--- src/rtl/bus_cycle_sequencer.sv ---
// Master timing and external-bus controller for the i4004 core.
// Produces the two-phase clocks, the eight-subcycle instruction cycle
// strobes and SYNC, and decides who drives the 4-bit external data bus.
module bus_cycle_sequencer #(
    parameter int SUB_TICKS = 8,  // sysclk cycles per subcycle; even, >= 4
    parameter int CLK_W     = 2   // clk1/clk2 high width; 1..SUB_TICKS/2-1
) (
    input  logic       i_sysclk,
    input  logic       i_poc,
    input  logic       i_run_en,
    input  logic [3:0] i_ip_addr,
    input  logic       i_src_req,
    input  logic [3:0] i_sp_data,
    input  logic       i_iow_req,
    input  logic [3:0] i_acc_data,
    input  logic       i_ior_req,
    output logic       o_clk1,
    output logic       o_clk2,
    output logic       o_a12,
    output logic       o_a22,
    output logic       o_a32,
    output logic       o_m12,
    output logic       o_m22,
    output logic       o_x12,
    output logic       o_x22,
    output logic       o_x32,
    output logic       o_sync,
    output logic [3:0] o_data_out,
    output logic       o_data_dir,
    output logic       o_bus_conflict,
    output logic       o_idle
);
    localparam int TW = $clog2(SUB_TICKS);
    localparam logic [TW-1:0] C_LAST     = TW'(SUB_TICKS - 1);
    localparam logic [TW-1:0] C_CLKW     = TW'(CLK_W);
    localparam logic [TW-1:0] C_HALF     = TW'(SUB_TICKS / 2);
    localparam logic [TW-1:0] C_HALF_END = TW'(SUB_TICKS / 2 + CLK_W);

    typedef enum logic [3:0] {
        ST_IDLE = 4'd0,
        ST_A1   = 4'd1,
        ST_A2   = 4'd2,
        ST_A3   = 4'd3,
        ST_M1   = 4'd4,
        ST_M2   = 4'd5,
        ST_X1   = 4'd6,
        ST_X2   = 4'd7,
        ST_X3   = 4'd8
    } state_t;

    state_t          r_state;
    state_t          w_state_next;
    logic [TW-1:0]   r_tcnt;
    logic [TW-1:0]   w_tcnt_next;
    logic            w_wrap;
    logic            w_capture;
    logic            w_x3_exit;
    logic            w_multi_req;

    logic            r_src;
    logic            r_iow;
    logic            r_ior;
    logic            r_bus_conflict;

    logic            w_dir;
    logic [3:0]      w_dout;
    logic [7:0]      w_strobe;

    logic            r_clk1;
    logic            r_clk2;
    logic [7:0]      r_strobe;
    logic            r_sync;
    logic            r_idle;
    logic            r_data_dir;
    logic [3:0]      r_data_out;

    assign w_wrap      = (r_tcnt == C_LAST);
    assign w_capture   = (r_state == ST_M2) && w_wrap;
    assign w_x3_exit   = (r_state == ST_X3) && w_wrap;
    assign w_multi_req = (i_src_req & i_iow_req) | (i_src_req & i_ior_req) |
                         (i_iow_req & i_ior_req);

    // State and tick counter registers; poc aborts any cycle in progress.
    always_ff @(posedge i_sysclk or posedge i_poc) begin
        if (i_poc) begin
            r_state <= ST_IDLE;
            r_tcnt  <= '0;
        end else begin
            r_state <= w_state_next;
            r_tcnt  <= w_tcnt_next;
        end
    end

    // Next state: advance one subcycle on each tick wrap; run_en only matters in IDLE and at X3 wrap.
    always_comb begin
        w_state_next = r_state;
        w_tcnt_next  = '0;
        if (r_state != ST_IDLE && !w_wrap) begin
            w_tcnt_next = r_tcnt + 1'b1;
        end
        unique case (r_state)
            ST_IDLE: if (i_run_en) w_state_next = ST_A1;
            ST_A1:   if (w_wrap)   w_state_next = ST_A2;
            ST_A2:   if (w_wrap)   w_state_next = ST_A3;
            ST_A3:   if (w_wrap)   w_state_next = ST_M1;
            ST_M1:   if (w_wrap)   w_state_next = ST_M2;
            ST_M2:   if (w_wrap)   w_state_next = ST_X1;
            ST_X1:   if (w_wrap)   w_state_next = ST_X2;
            ST_X2:   if (w_wrap)   w_state_next = ST_X3;
            ST_X3:   if (w_wrap)   w_state_next = i_run_en ? ST_A1 : ST_IDLE;
            default:               w_state_next = ST_IDLE;
        endcase
    end

    // Request latch: resolve priority at the M2->X1 edge, hold through X3, flag simultaneous requests.
    always_ff @(posedge i_sysclk or posedge i_poc) begin
        if (i_poc) begin
            r_src          <= 1'b0;
            r_iow          <= 1'b0;
            r_ior          <= 1'b0;
            r_bus_conflict <= 1'b0;
        end else begin
            r_bus_conflict <= w_capture && w_multi_req;
            if (w_capture) begin
                r_src <= i_src_req;
                r_iow <= i_iow_req & ~i_src_req;
                r_ior <= i_ior_req & ~i_src_req & ~i_iow_req;
            end else if (w_x3_exit) begin
                r_src <= 1'b0;
                r_iow <= 1'b0;
                r_ior <= 1'b0;
            end
        end
    end

    // Bus owner for the subcycle being entered; the pad is released unless someone is chosen.
    always_comb begin
        w_dir  = 1'b0;
        w_dout = 4'h0;
        case (w_state_next)
            ST_A1, ST_A2, ST_A3: begin
                w_dir  = 1'b1;
                w_dout = i_ip_addr;
            end
            ST_X2: begin
                if (r_src) begin
                    w_dir  = 1'b1;
                    w_dout = i_sp_data;
                end else if (r_iow) begin
                    w_dir  = 1'b1;
                    w_dout = i_acc_data;
                end else if (r_ior) begin
                    w_dir  = 1'b0;  // bus released so the device can drive it
                end
            end
            ST_X3: begin
                if (r_src) begin
                    w_dir  = 1'b1;
                    w_dout = i_sp_data;
                end
            end
            default: begin
                w_dir  = 1'b0;
                w_dout = 4'h0;
            end
        endcase
    end

    // One-hot subcycle strobes decoded from the next state; bit 7 is A1, bit 0 is X3.
    for (genvar gi = 0; gi < 8; gi++) begin : g_strobe
        assign w_strobe[7-gi] = (w_state_next == 4'(gi + 1));
    end

    // Registered timing outputs and bus drive so every pin is glitch-free and aligned to state.
    always_ff @(posedge i_sysclk or posedge i_poc) begin
        if (i_poc) begin
            r_clk1     <= 1'b0;
            r_clk2     <= 1'b0;
            r_strobe   <= 8'h00;
            r_sync     <= 1'b0;
            r_idle     <= 1'b1;
            r_data_dir <= 1'b0;
            r_data_out <= 4'h0;
        end else begin
            r_clk1     <= (w_state_next != ST_IDLE) && (w_tcnt_next < C_CLKW);
            r_clk2     <= (w_state_next != ST_IDLE) && (w_tcnt_next >= C_HALF) &&
                          (w_tcnt_next < C_HALF_END);
            r_strobe   <= w_strobe;
            r_sync     <= (w_state_next == ST_X3);
            r_idle     <= (w_state_next == ST_IDLE);
            r_data_dir <= w_dir;
            r_data_out <= w_dir ? w_dout : 4'h0;
        end
    end

    assign o_clk1         = r_clk1;
    assign o_clk2         = r_clk2;
    assign o_a12          = r_strobe[7];
    assign o_a22          = r_strobe[6];
    assign o_a32          = r_strobe[5];
    assign o_m12          = r_strobe[4];
    assign o_m22          = r_strobe[3];
    assign o_x12          = r_strobe[2];
    assign o_x22          = r_strobe[1];
    assign o_x32          = r_strobe[0];
    assign o_sync         = r_sync;
    assign o_idle         = r_idle;
    assign o_data_dir     = r_data_dir;
    assign o_data_out     = r_data_out;
    assign o_bus_conflict = r_bus_conflict;

endmodule

--- config.mk ---
export PLATFORM = sky130hd
export DESIGN_NAME = bus_cycle_sequencer
export DESIGN_NICKNAME = d
export VERILOG_FILES = /design/src/rtl/bus_cycle_sequencer.sv
export SDC_FILE = /design/constraint.sdc
export NUM_CORES = 1
export LEC_CHECK = 0
export CAP_MARGIN = 40
export CORE_UTILIZATION = 46
export CTS_CLUSTER_SIZE = 8
export DETAILED_ROUTE_END_ITERATION = 7
export PLACE_DENSITY = 0.78
export REMOVE_ABC_BUFFERS = 1
export SETUP_SLACK_MARGIN = 0.05
export SYNTH_ARGS = -nofsm -noshare
export SYNTH_HDL_FRONTEND = slang
export SYNTH_SLANG_ARGS = --single-unit
--- constraint.sdc ---
create_clock -name i_sysclk -period 2.51 [get_ports i_sysclk]
set_input_delay 0.251 -clock i_sysclk [delete_from_list [all_inputs] [get_ports i_sysclk]]
set_output_delay 0.251 -clock i_sysclk [all_outputs]
set_load 0.02 [all_outputs]
==> results by group <==
Status
  – Status: complete, no violations

Synthesis
  – Top FF cell, synth: dfrtp_1
  – Register area share after synthesis: 52.73%
  – FFs w/ async S/R, synth: 100.0%
  – Synth top area share: 50.61%
  – Area leader, netlist: dfrtp_1
  – Post-synthesis register bit count: 26
  – Warnings, synthesis: 0
  – Syn Std Cell Area: 1236 sq um
  – Largest cells by area after synthesis: dfrtp_1 51%, nor2b_1 3.5%, o2bb2ai_1 2.8%
  – Synth cell types: 38
  – Syn_area_per_cell: 11.55 sq um
  – Post-synthesis cell count: 107
  – Post-synth EDFFs: 0

Clocking
  – Clock Path Buffers: 2
  – H-tree Lvls: 1
  – CTS clk-pin slew, worst paths: 0.14 ns
  – Skew-Pair Late Insertion Delay: 0.32 ns
  – CTS root buf: clkbuf_4
  – # hold bufs at CTS: 0
  – TritonCTS Buffers: 3
  – CTS sink count: 26
  – Post-CTS Setup Bufs: 0
  – CTS tree: done
  – Post-CTS Resized: 0

Pwr
  – Tot Pwr: 0.0007806 W
  – IR drop worst, VDD: 485.5 uV
  – Leak: 0.6493 nW
  – Power Density: 475.9 nW/um^2

Finish
  – Most frequent cells in the layout: 35 x clkdlybuf4s50_1, 25 x dfrtp_1, 7 x nor2b_1, 6 x nand2_1
  – Layout cells sized above 1: 12.06%
  – Area Growth Syn to Fin: 32.69%
  – Ant diodes: 0
  – Multi-input logic area: around 530 sq um
  – Commonest non-fill, non-tap cell in the layout: clkdlybuf4s50_1
  – Final net count: 162
  – Filler cells: 200
  – Register area: 651.9 sq um

Timing
  – Worst Tran Pin Value: 0.6080 ns
  – Final setup skew: ~0.0055 ns
  – Tcrit/Tclk final: 84.58%
  – Final Hold Viols: 0
  – Worst slew margin: around 59%
  – Final setup vio count: 0
  – Max Clk Rate: 471.0 MHz
  – Unrepaired setup endpoints after global routing: false
  – Tmin final: ~2.1 ns
  – Setup TNS Final: 0 ns
  – Slew Limit Fails: 0

Detailed routing
  – Post-DRT Antenna Nets: 0
  – Drt drc: 0
  – Vias: 976
  – WL/cell: 15.47 um
  – Final wirelength: 2.645 mm
  – DR vias/cell: about 5.7
  – Router iterations before antenna repair: 4
  – Starting DRT DRC Count: 27

Critical path
  – CP required: 2.74 ns
  – Setup crit start kind: register
  – Setup crit end kind: register
  – R2r startpoint: r_tcnt[0]
  – Critical path launch point: r_tcnt[0]
  – R2R cell count: 6
  – Critical Path AT: between 2 and 2.5 ns
  – FF-to-FF setup slack: 0.39 ns
  – Critical path type: reg -> reg
  – Crit-path max FO: 13
  – FF-to-FF End: o_clk2
  – Worst setup path endpoint: o_clk2

Die
  – Die width: 53.84 um
  – Core Region: 2500 sq um
  – Std cell rows: 18
  – Area of the die: 2899 sq um
  – Initial core utilization: 49.45%
  – IO Pins: 36
  – Die H: 53.84 um

Global routing
  – Global-route wire length before repair: 4.264 mm
  – Largest net degree at the start of global routing: 18
  – Antenna violations before repair: 0
  – Vias in the first global route: 959
  – Total gr overflow: 0
  – GR Util All Layers: between 20% and 30%

Placement
  – Routability Congestion: between 0.7 and 0.8
  – Post-DP HPWL: 1.975 mm
  – I/O Buffers: 35

Min path
  – HP Class: in -> async

Run
  – Max Cap Viol: 0
metrics by stage:
| stage | hold WS [ns] | setup slack [ns] | cell area [sq um] | util, % | cells |
|---|---|---|---|---|---|
| after CTS | 0.2954 | 0.3845 | 1640 | 65.62 | 171 |
| after global routing | 0.3319 | 0.2815 | 1640 | 65.62 | 171 |
| after global placement | 0.4190 | 0.5270 | 1588 | 63.51 | 167 |
| final | 0.2759 | 0.3870 | 1640 | 65.62 | 171 |
| after detailed placement | 0.4247 | 0.4032 | 1588 | 63.51 | 167 |
| after floorplan | 0.2903 | 0.6186 | 1192 | - | 101 |
sequential cells by signal (all words and copies together), names as in the netlist:
register        flops
r_strobe            8
o_data_out          4
r_state             4
r_tcnt              3
o_bus_conflict      1
o_clk1              1
o_clk2              1
o_data_dir          1
o_idle              1
r_iow               1
r_src               1
cells by family (layout without fill, tap and decap cells):
logic type	count (synthesis)	count (layout)	synth area share, %
flip-flops	26	26	52.73
adder cells (fa/ha/maj)	2	2	2.024
multiplexers	1	1	1.113
XOR/XNOR	1	1	0.7086
buffers and inverters	10	44	4.757
AO/OA/AOI/OAI	27	27	18.42
AND/OR/NAND/NOR	40	40	20.24
worst max-delay path, stage by stage, from the launching register on:
cell	delay (ns)
dfrtp_1	0.38
ha_1	0.15
ha_1	0.49
nand3_2	0.23
mux2i_2	0.38
nand2b_4	0.12
o311a_1	0.29
worst min path at each step:
stage	slack, ns	endpoint	from
floorplan	0.29	o_bus_conflict	i_poc
global placement	0.42	r_tcnt[0]	r_tcnt[0]
detailed placement	0.42	r_tcnt[0]	r_tcnt[0]
CTS	0.30	r_strobe[3]	i_poc
global route	0.33	r_strobe[7]	i_poc
finish	0.28	r_strobe[7]	i_poc
Yosys cell counts (2+ instances only):
cell,n
nor2_1,5
ha_1,2
buf_4,3
nor2b_1,7
nand3_1,2
o21ai_0,4
buf_2,2
nand2_1,6
dfrtp_1,25
a22oi_1,4
and3_1,2
o211ai_1,2
nor3_1,5
nor3b_1,2
o2bb2ai_1,4
a21oi_1,5
nand2b_1,2
inv_1,4
and2_1,2
power by group:
part            total, W  internal (W)  leakage [nW]  switching [W]
logic          0.0000674     0.0000393         0.303      0.0000281
registers       0.000430      0.000426         0.318     0.00000438
clock network   0.000283      0.000162        0.0279       0.000121
cell type report:
| type | count | area share (%) |
|---|---|---|
| flip-flops and latches | 26 | 39.74 |
| well taps | 30 | 2.288 |
| inverters | 4 | 0.9153 |
| clock buffers | 3 | 1.373 |
| multi-input cells | 71 | 32.04 |
| clock inverters | 1 | 1.831 |
| repair buffers | 36 | 21.82 |
per-layer routing:
metal | GRT usage (%) | routed length (um) | up-vias | part of all wire [%]
met5 | 0 | 0 | - | 0
met4 | 11.40 | 53 | 0 | 2.0
li1 | - | - | 453 | -
met3 | 1.695 | 45 | 5 | 1.7
met1 | 26.20 | 1205 | 501 | 46
met2 | 34.98 | 1341 | 17 | 51
(Power assumes the default switching activity.)
